**src/rtl/dsp_master_arbiter.sv**
```systemverilog
// Round-robin arbiter sharing the DSP Wishbone master command port among NUM_REQ requesters.
// Serialises transactions, returns read data/done to the owner, and times out stalled cycles.
module dsp_master_arbiter #(
   parameter int NUM_REQ = 4,
   parameter int TIMEOUT = 255
) (
   input  logic                  wb_clk,
   input  logic                  wb_rst,
   input  logic [NUM_REQ-1:0]    req_valid,
   input  logic [32*NUM_REQ-1:0] req_address,
   input  logic [4*NUM_REQ-1:0]  req_selection,
   input  logic [NUM_REQ-1:0]    req_write,
   input  logic [32*NUM_REQ-1:0] req_data_wr,
   output logic [NUM_REQ-1:0]    req_grant,
   output logic [NUM_REQ-1:0]    req_done,
   output logic                  req_err,
   output logic [31:0]           req_data_rd,
   output logic                  busy,
   output logic                  m_start,
   output logic [31:0]           m_address,
   output logic [3:0]            m_selection,
   output logic                  m_write,
   output logic [31:0]           m_data_wr,
   input  logic [31:0]           m_data_rd,
   input  logic                  m_active
);
   localparam int IW = (NUM_REQ > 1) ? $clog2(NUM_REQ) : 1;

   typedef enum logic [2:0] {S_IDLE, S_ISSUE, S_WAIT_ACT, S_WAIT_DONE, S_COMPLETE} state_t;

   state_t             state_q, state_d;
   logic [IW-1:0]      ptr_q, ptr_d, win, cand;
   logic               found;
   logic [NUM_REQ-1:0] grant_q, grant_d;
   logic [7:0]         cnt_q, cnt_d, cnt_inc;
   logic               tmo;
   logic               err_q, err_d;
   logic [31:0]        rd_q, rd_d, addr_q, addr_d, wdat_q, wdat_d;
   logic [3:0]         sel_q, sel_d;
   logic               wr_q, wr_d;

   // First valid requester at or after ptr, wrapping around
   always_comb begin
      found = 1'b0;
      win   = ptr_q;
      cand  = ptr_q;
      for (int k = 0; k < NUM_REQ; k++) begin
         cand = IW'((int'(ptr_q) + k) % NUM_REQ);
         if (!found && req_valid[cand]) begin
            found = 1'b1;
            win   = cand;
         end
      end
   end

   assign cnt_inc = cnt_q + 8'd1;
   assign tmo     = (cnt_inc == 8'(TIMEOUT));

   always_ff @(posedge wb_clk or negedge wb_rst) begin
      if (!wb_rst) begin
         state_q <= S_IDLE;
         ptr_q   <= '0;
         grant_q <= '0;
         cnt_q   <= '0;
         err_q   <= 1'b0;
         rd_q    <= '0;
         addr_q  <= '0;
         wdat_q  <= '0;
         sel_q   <= '0;
         wr_q    <= 1'b0;
      end else begin
         state_q <= state_d;
         ptr_q   <= ptr_d;
         grant_q <= grant_d;
         cnt_q   <= cnt_d;
         err_q   <= err_d;
         rd_q    <= rd_d;
         addr_q  <= addr_d;
         wdat_q  <= wdat_d;
         sel_q   <= sel_d;
         wr_q    <= wr_d;
      end
   end

   always_comb begin
      state_d = state_q;
      case (state_q)
         S_IDLE:      if (found && !m_active) state_d = S_ISSUE;
         S_ISSUE:     state_d = S_WAIT_ACT;
         S_WAIT_ACT:  if (tmo) state_d = S_COMPLETE;
                      else if (m_active) state_d = S_WAIT_DONE;
         S_WAIT_DONE: if (!m_active || tmo) state_d = S_COMPLETE;
         S_COMPLETE:  state_d = S_IDLE;
         default:     state_d = S_IDLE;
      endcase
   end

   always_comb begin
      ptr_d   = ptr_q;
      grant_d = grant_q;
      cnt_d   = cnt_q;
      err_d   = err_q;
      rd_d    = rd_q;
      addr_d  = addr_q;
      wdat_d  = wdat_q;
      sel_d   = sel_q;
      wr_d    = wr_q;
      case (state_q)
         S_IDLE: if (found && !m_active) begin
            ptr_d   = IW'((int'(win) + 1) % NUM_REQ);
            grant_d = '0;
            for (int i = 0; i < NUM_REQ; i++) begin
               if (IW'(i) == win) begin
                  grant_d[i] = 1'b1;
                  addr_d     = req_address[32*i +: 32];
                  sel_d      = req_selection[4*i +: 4];
                  wr_d       = req_write[i];
                  wdat_d     = req_data_wr[32*i +: 32];
               end
            end
         end
         S_ISSUE: cnt_d = '0;
         S_WAIT_ACT, S_WAIT_DONE: begin
            cnt_d = cnt_inc;
            // A completion landing on the timeout cycle wins over the timeout
            if (state_q == S_WAIT_DONE && !m_active) begin
               err_d = 1'b0;
               rd_d  = m_data_rd;
            end else if (tmo) begin
               err_d = 1'b1;
               rd_d  = '0;
            end
         end
         S_COMPLETE: begin
            grant_d = '0;
            err_d   = 1'b0;
         end
         default: ;
      endcase
   end

   assign req_grant   = grant_q;
   assign req_done    = (state_q == S_COMPLETE) ? grant_q : '0;
   assign req_err     = (state_q == S_COMPLETE) && err_q;
   assign req_data_rd = rd_q;
   assign busy        = (state_q != S_IDLE);
   assign m_start     = (state_q == S_ISSUE);
   assign m_address   = addr_q;
   assign m_selection = sel_q;
   assign m_write     = wr_q;
   assign m_data_wr   = wdat_q;
endmodule
```
**config.mk**
```make
export PLATFORM = sky130hd
export DESIGN_NAME = dsp_master_arbiter
export DESIGN_NICKNAME = d
export VERILOG_FILES = /design/src/rtl/dsp_master_arbiter.sv
export SDC_FILE = /design/constraint.sdc
export NUM_CORES = 1
export LEC_CHECK = 0
export ABC_AREA = 1
export BUFFER_PORTS_ARGS = -buffer_cell sky130_fd_sc_hd__buf_2
export CORE_AREA = 2 2 167 169
export DETAILED_ROUTE_END_ITERATION = 8
export DIE_AREA = 0 0 169 171
export PLACE_DENSITY = 0.6
export SYNTH_ARGS = -nofsm -noshare
export SYNTH_HDL_FRONTEND = slang
export SYNTH_SLANG_ARGS = --single-unit
```
**constraint.sdc**
```tcl
create_clock -name wb_clk -period 3.1 [get_ports wb_clk]
set_input_delay 0.775 -clock wb_clk [delete_from_list [all_inputs] [get_ports wb_clk]]
set_output_delay 0.775 -clock wb_clk [all_outputs]
set_load 0.02 [all_outputs]
```
### Word level (Yosys, flattened, before mapping)

Cells that the tools add are included.

* register bits after elaboration: 119
* input port bits: 315
* word-level logic and storage cells: 106

* add/subtract/negate cells: 5
* $lt $le $gt $ge: 4
* equal/unequal tests: 12
* muxes and demuxes: 49
* reduce and logical (&&, ||, !) cells: 26

Operators by type and width (number)
* two-way mux 32 bit: 10
* two-way mux 4 bit: 6
* two-way mux 1 bit: 18
* case mux 8 bit (2 select lines): 1
* less-than comparator 2 x 3 -> 1 bit, second input constant: 4
* two-way mux 3 bit: 4
* case mux 3 bit (4 select lines): 1
* adder 8 x 1 -> 8 bit, second input constant: 1
* binary-select mux 1 bit (select 2 bit): 4
* equality test 8 bit, second input constant: 1
* case mux 4 bit (2 select lines): 1
* AND reduction 2 bit: 4
* nonzero test 2 bit: 4
* equality test 3 x 2 -> 1 bit, second input constant: 2
* logical AND 1 bit: 6
* two-way mux 2 bit: 3
* inequality test 3 bit, second input constant: 2
* AND reduction 3 bit: 2
* adder 2 x 1 -> 2 bit, second input constant: 2
* adder 2 bit, second input constant: 2
* equality test 2 bit, first input constant: 2
* logical NOT 1 bit: 4
* inequality test 2 bit, second input constant: 2
* nonzero test 4 bit: 1
* other kinds (9): 9

### Longest topological paths before layout

Gate-level depths: netlist of the first run.

* depth in word-level cells: 17
* mapped depth: 22

### Worst setup path after synthesis of the first run

Ideal clock, no wire load.

* path kind: input to register
* start point: in req_valid[1]
* end point: reg addr_q[30], in the netlist m_address[30]
* library setup time: 76 ps
* arrival: 2931 ps
* slack: 93 ps
* stages: 16
* cells stage by stage: inv_1 > nand2_1 > nand3_1 > nand2_1 > nor2_4 > nand2_1 > nor2_1 > inv_1 > o21ai_0 > ha_1 > clkinv_1 > nand2_1 > clkbuf_1 > clkbuf_1 > o221ai_1 > o21ai_1

* word-level cells in the longest chain between the ends: 16
* elaborated cells between the ends (all ways): 31

Ends and longest elaborated chain
* from (decl): RTL line 9 `input logic [NUM_REQ-1:0] req_valid,`
* binary-select mux 1 bit (select 2 bit): RTL line 49 `if (!found && req_valid[cand]) begin`
* two-way mux 1 bit (not written as such): RTL line 49
* two-way mux 1 bit: RTL line 49
* logical NOT 1 bit: RTL line 49
* logical AND 1 bit: RTL line 49
* two-way mux 1 bit: RTL line 49
* logical NOT 1 bit: RTL line 49
* logical AND 1 bit: RTL line 49
* two-way mux 1 bit: RTL line 49
* logical NOT 1 bit: RTL line 49
* logical AND 1 bit: RTL line 49
* two-way mux 2 bit: RTL line 49
* equality test 1 x 2 -> 1 bit: RTL line 113 `if (IW'(i) == win) begin`
* two-way mux 32 bit (3 in a row): RTL line 113
* to (signal assigned): RTL line 78 `addr_q <= addr_d;`
* to (decl): RTL line 38 `logic [31:0] rd_q, rd_d, addr_q, addr_d, wdat_q, wdat_d;`

Several ways; a longest one is shown, not always the timed one. The select of a mux whose other input is x is not followed.
A chain may end at the register's enable or synchronous reset.

### Final worst setup path of the first run

* start point: reg ptr_q[0]
* end point: reg addr_q[15], in the netlist m_address[15]

* word-level cells in the longest chain between the ends: 16
* elaborated cells between the ends (all ways): 34

Ends and longest elaborated chain
* from (decl): RTL line 32 `logic [IW-1:0] ptr_q, ptr_d, win, cand;`
* from (signal assigned): RTL line 73 `ptr_q <= ptr_d;`
* branches (longest 16 deep; another with adder 2 x 1 -> 2 bit)

Parallel ways; which one is timed is not known. The select of a mux whose other input is x is not followed.

==> results.txt, run 1 <==
Clock Skews -> 0.0109 ns
Leakage -> 5.37 nW
Htree depth -> 4
Status -> complete, no violations
Top cells by area, synth -> dfrtp_1 44%, nand2_1 19%, o221ai_1 9.0%
Multi-input gate area -> 0.00327 mm²
Sink Count -> 119
Clk buf depth -> 2
WP data arrival -> 3.08 ns
Mean post-synth cell area -> 7.65 µm²
Initial antenna violation count -> 6
Cell Area, Placed -> 0.00942 mm²
Ratio of cells with drive above 1 in the final layout -> 39.3%
Sum of negative setup slack -> 0 ns
Synth area leader -> dfrtp_1
Slew @ Worst Pin -> 0.507 ns
Worst-skew pair later-pin latency -> 0.41 ns
Unrepaired setup endpoints after global routing -> no
Met1 Wirelength -> 11.2 mm
Max IR drop VDD -> 0.809 mV
Max-cap violations -> 0
Routability cong. -> 0.840
Final instance area -> 0.0101 mm²
Routed WL -> 28.3 mm
Post-DRT Antenna Nets -> 0
GRT overflow -> 0
DR iter-0 viols -> 376
Clock transition at path regs -> 0.06 ns
Mapped Nets -> 1,202
Final HPWL DP -> 21.7 mm
#FFs+latches synth -> 119
Starting density of the core -> 24.7%
Core Util, Final -> 36.8%
Nets -> 1,613
Core Area -> 0.0273 mm²
Post-Layout Cell Count -> 1,654
Num ports -> 427
# fillers -> 2,931
Synth top area share -> 44.2%
Wire per inst -> 17.1 µm
Routed vias/inst -> 4.86
Hold_ws -> 0.305 ns
Area Overhead vs Synth -> 49.2%
Post-CTS setup buffer count -> 0
Cells after DPL -> 1,619
Drt pass-1 iters -> 5
Post-cts sizing count -> 0
CTS tree -> done
Sequential share of the synthesized area -> 44.2%
Max Slew Vio Count -> 0
Die ar. -> 0.0289 mm²
First-pass GRT wire length -> 42.5 mm
Routed vias -> 8,032
Reg area -> 0.00298 mm²
Cts bufs inserted -> 17
DR DRC count -> 0
Distinct cells, synth -> 28
Largest net degree at the start of global routing -> 61
Die Y -> 171 µm
Hold_buf cts -> 0
F_max -> 358 MHz
Metal2 WL -> 14.3 mm
Worst-path maximum fanout -> 28
Slew HR -> 66.2%
Synthesized area -> 0.00674 mm²
Cell Pwr Density -> 1480 mW/mm²
Final setup violation count -> 0
Final Hold Violating Endpoints -> 0
Port buffer count -> 426
Top layer used by detailed routing -> met5
Final Critical Period -> 2.79 ns
CP Launch Type -> flop
Die width -> 169 µm
Worst Path Required -> 3.39 ns
Worst Hold Class -> in -> async
Row count -> 61
Setup Crit Path Kind -> reg -> reg
Gate Count Post-Synth -> 881
WL met3 -> 2.28 mm
Clock root cell -> clkbuf_16
Synth Warn # -> 0
Setup crit end kind -> flop
GRT Total Usage -> 19.0%
Final period util -> 90.0%
Vias in the first global route -> 7,731
==> worst max-delay path, cell delays in order, from the launching register on <==
cell and delay, ns:
dfrtp_2 0.48, inv_4 0.12, nand2_1 0.07, nand3_1 0.07, nand2_1 0.12, nor2_4 0.15, nand2_1 0.07, nor2_1 0.15
inv_1 0.09, nand2_1 0.06, o21ai_0 0.11, ha_1 0.26, inv_2 0.10, buf_12 0.21, buf_4 0.19, nand4_1 0.18
o221ai_1 0.14, o21ai_1 0.10
==> path summary, 6_finish.rpt <==
| kind | start | to | slack [ns] | cells past startpoint |
|---|---|---|---|---|
| worst max register to register | ptr_q[0]$_DFFE_PN0P_ | m_address[15]$_DFFE_PN0P_ | 0.31 | 17 |
| worst max-delay path | ptr_q[0]$_DFFE_PN0P_ | m_address[15]$_DFFE_PN0P_ | 0.31 | 17 |
| min in group wb_clk | m_data_wr[2]$_DFFE_PN0P_ | m_data_wr[2]$_DFFE_PN0P_ | 0.48 | 2 |
| worst min register to register | m_data_wr[2]$_DFFE_PN0P_ | m_data_wr[2]$_DFFE_PN0P_ | 0.48 | 2 |
| worst min-delay path | wb_rst | req_data_rd[1]$_DFFE_PN0P_ | 0.31 | 1 |
| max in group asynchronous | wb_rst | m_data_wr[29]$_DFFE_PN0P_ | 2.06 | 2 |
==> layout by cell type, fill, tap and decap left out, drive strengths merged, types with 2 or more instances in the layout <==
cell      n
nand3    48
o221ai   69
diode     4
dfrtp   119
nor2     20
clkinv    9
clkbuf   17
nor3      4
bufinv    4
o21ai    85
a21oi     2
inv      39
buf     463
ha        6
o22ai     5
nand4    74
nand2   337
==> sequential cells by signal (all words and copies together) (netlist names) <==
name / cells
cnt_q: 8
err_q: 1
m_address: 32
m_data_wr: 32
m_selection: 4
m_write: 1
ptr_q: 2
req_data_rd: 32
req_grant: 4
state_q: 3
==> cell usage after synthesis (all sizes together) <==
cell type  number
a21boi          1
a21oi           2
and2            1
buf            25
clkbuf         46
clkinv          2
dfrtp         119
ha              6
inv            36
nand2         337
nand3          48
nand4          74
nor2           20
nor3            4
o21ai          85
o221ai         69
o22ai           5
or2             1
==> metal layers <==
metal	vias to the layer above	track usage, %
met3	28	6.45
met2	337	34.1
li1	3905	-
met4	6	5.57
met5	-	0
met1	3756	21.5
==> where the power goes <==
| group | leakage [nW] | internal (mW) | switching (mW) |
|---|---|---|---|
| logic | 3.56 | 3.80 | 6.24 |
| registers | 1.50 | 2.28 | 0.416 |
| clock network | 0.308 | 1.35 | 0.788 |
==> metrics by stage <==
step	setup WS [ns]	power (mW)
after global placement	-0.0594	12.8
final	0.309	14.9
after CTS	0.197	15.1
after detailed placement	-0.0854	12.9
after global routing	0.00520	16.2
after floorplan	0.0927	9.13
==> layout make-up <==
type | count | area share, %
multi-input cells | 653 | 32.5
flip-flops and latches | 119 | 29.6
repair buffers | 463 | 25.8
well taps | 346 | 4.30
clock buffers | 17 | 4.23
clock inverters | 14 | 1.99
inverters | 38 | 1.47
diodes | 4 | 0.0995
==> kinds of logic (layout without fill, tap and decap cells) <==
kind of cell | after synthesis | count (layout) | share of synthesized area [%]
and+or+nand+nor | 485 | 485 | 31.2
DFF | 119 | 119 | 44.2
AOI/OAI and AO/OA | 162 | 162 | 16.0
buffers and inverters | 109 | 532 | 7.55
adders and majority gates | 6 | 6 | 1.11
other | 0 | 4 | 0
Note: power is estimated with default switching activity, not from simulation.
==> run 2: changes to the inputs <==
Settings changed: REMOVE_ABC_BUFFERS set to 1.
==> results.txt, run 2 (same netlist as run 1, synthesis figures left out) <==
Cell Pwr Density -> 1470 mW/mm² (-0.77%)
Sum of negative setup slack -> 0 ns (unchanged)
DR DRC count -> 0 (unchanged)
Max Slew Vio Count -> 0 (unchanged)
Final period util -> 89.4% (-0.61 points)
Max-cap violations -> 0 (unchanged)
Largest net degree at the start of global routing -> 69 (+13%)
Clock power share -> 14.6% (+0.2 points)
Die ar. -> 0.0289 mm² (unchanged)
Routability cong. -> 0.834 (-0.70%)
# fillers -> 2,917 (-0.48%)
Post-CTS setup buffer count -> 0 (unchanged)
Leakage -> 5.32 nW (-0.87%)
Wire per inst -> 16.6 µm (-3.2%)
Flop2flop setup slack -> 0.33 ns (+0.02 ns)
Worst Setup SP -> ptr_q[0]$_DFFE_PN0P_
Max IR drop VDD -> 0.909 mV (+12%)
Sink Count -> 119 (unchanged)
Core Area -> 0.0273 mm² (unchanged)
Final HPWL DP -> 20.6 mm (-5.1%)
CP Launch Type -> flop
Drt pass-1 iters -> 5 (unchanged)
First-pass GRT wire length -> 40.6 mm (-4.4%)
Sw Share -> 50.8% (+0.78 points)
Post-cts sizing count -> 0 (unchanged)
Placement-stage worst setup slack -> -0.0433 ns (+0.0422 ns)
Worst-skew pair later-pin latency -> 0.41 ns (about the same)
Clock Skews -> 0.00940 ns (-0.00152 ns)
GRT Total Usage -> 18.2% (-0.88 points)
CTS tree -> done
Nets -> 1,606 (-0.43%)
Ratio of cells with drive above 1 in the final layout -> 38.9% (-0.36 points)
Cells after DPL -> 1,612 (-0.43%)
Core Util, Final -> 36.6% (-0.24 points)
Final Critical Period -> 2.77 ns (-0.0189 ns)
Internal power -> 7.21 mW (-2.9%)
Worst Path Required -> 3.39 ns (about the same)
Vias in the first global route -> 7,439 (-3.8%)
Slew HR -> 65.9% (-0.28 points)
Initial antenna violation count -> 5 (-1)
Clock root cell -> clkbuf_16
Port buffer count -> 426 (unchanged)
Cell Area, Placed -> 0.00935 mm² (-0.72%)
Slew @ Worst Pin -> 0.511 ns (+0.00417 ns)
Num ports -> 427 (unchanged)
Final instance area -> 0.00999 mm² (-0.65%)
Reg2reg start -> ptr_q[0]$_DFFE_PN0P_
DR iter-0 viols -> 467 (+24%)
Most frequent cells in the layout -> 425 x buf_2, 334 x nand2_1, 118 x dfrtp_1
Worst setup path endpoint -> m_data_wr[13]$_DFFE_PN0P_
Setup Crit Path Kind -> reg -> reg
Die Y -> 171 µm (unchanged)
Setup ws final -> 0.328 ns (+0.0189 ns)
Most common cell after layout, fill and taps aside -> buf_2
Final Hold Violating Endpoints -> 0 (unchanged)
Unrepaired setup endpoints after global routing -> no
Post-DRT Antenna Nets -> 0 (unchanged)
Clk buf depth -> 2 (unchanged)
Cts bufs inserted -> 17 (unchanged)
Pwr Total -> 14.7 mW (-1.4%)
Hold_ws -> 0.324 ns (+0.0184 ns)
Setup crit end kind -> flop
Final setup violation count -> 0 (unchanged)
RR Endpoint -> m_data_wr[13]$_DFFE_PN0P_
GRT overflow -> 0 (unchanged)
Post-Layout Cell Count -> 1,649 (-0.30%)
Htree depth -> 4 (unchanged)
Area Overhead vs Synth -> 48.3%
Hold_buf cts -> 0 (unchanged)
Routed WL -> 27.4 mm (-3.4%)
Gate power share -> 67.1% (-0.4 points)
Die width -> 169 µm (unchanged)
FF-to-FF path depth -> 17 (unchanged)
F_max -> 361 MHz (+0.68%)
Sequential power share -> 18.3% (+0.2 points)
NetSw -> 7.45 mW (+0.13%)
Row count -> 61 (unchanged)
WP data arrival -> 3.06 ns (-0.02 ns)
Clock transition at path regs -> 0.06 ns (about the same)
Routed vias -> 8,048 (+0.20%)
Starting density of the core -> 24.7% (unchanged)
Worst Hold Class -> in -> async
Routed vias/inst -> 4.88 (+0.50%)
Worst-path maximum fanout -> 54 (+93%)
Status -> complete, no violations
-- run 2: how the worst min path moves through the flow --
stage | startpoint | to | depth (start not counted)
global route | wb_rst | req_data_rd[0]$_DFFE_PN0P_ | 1
detailed placement | m_data_wr[6]$_DFFE_PN0P_ | m_data_wr[6]$_DFFE_PN0P_ | 2
CTS | wb_rst | req_data_rd[24]$_DFFE_PN0P_ | 1
floorplan | wb_rst | cnt_q[0]$_DFFE_PN0P_ | 0
global placement | m_data_wr[6]$_DFFE_PN0P_ | m_data_wr[6]$_DFFE_PN0P_ | 2
finish | wb_rst | req_data_rd[10]$_DFFE_PN0P_ | 1
-- run 2: layout make-up --
class,count,area [µm²],share of cell area (%)
multi-input cells,653,3280,32.8
flip-flops and latches,119,2980,29.8
repair buffers,456,2510,25.2
clock buffers,18,439,4.39
well taps,346,433,4.33
clock inverters,14,188,1.88
inverters,38,148,1.48
diodes,5,12.5,0.125
-- run 2: power by group through the flow --
stage	combinational, mW	clock, mW	sequential [mW]
6_report	9.84	2.13	2.69
3_3_place_gp	9.79	0	2.69
2_1_floorplan	4.91	0	3.43
3_5_place_dp	9.88	0	2.70
4_1_cts	9.92	2.20	2.68
5_1_grt	10.9	2.26	2.77
-- run 2: worst max-delay path: stages (launching register included) --
cell	delay [ns]
dfrtp_2	0.48
inv_4	0.12
nand2_1	0.07
nand3_1	0.07
nand2_1	0.11
nor2_4	0.14
nand2_1	0.07
nor2_1	0.16
inv_1	0.09
nand2_1	0.07
o21ai_0	0.13
ha_1	0.26
inv_4	0.12
buf_12	0.23
buf_4	0.19
nand4_1	0.10
o221ai_1	0.09
o21ai_1	0.09
-- run 2: routing by layer --
metal | global-route usage, % | wire length [µm] | up-vias
li1 | - | - | 3901
met1 | 22.1 | 11300 | 3746
met2 | 31.0 | 13400 | 368
met3 | 5.02 | 2160 | 31
met4 | 6.24 | 537 | 2
met5 | 0 | 5 | -
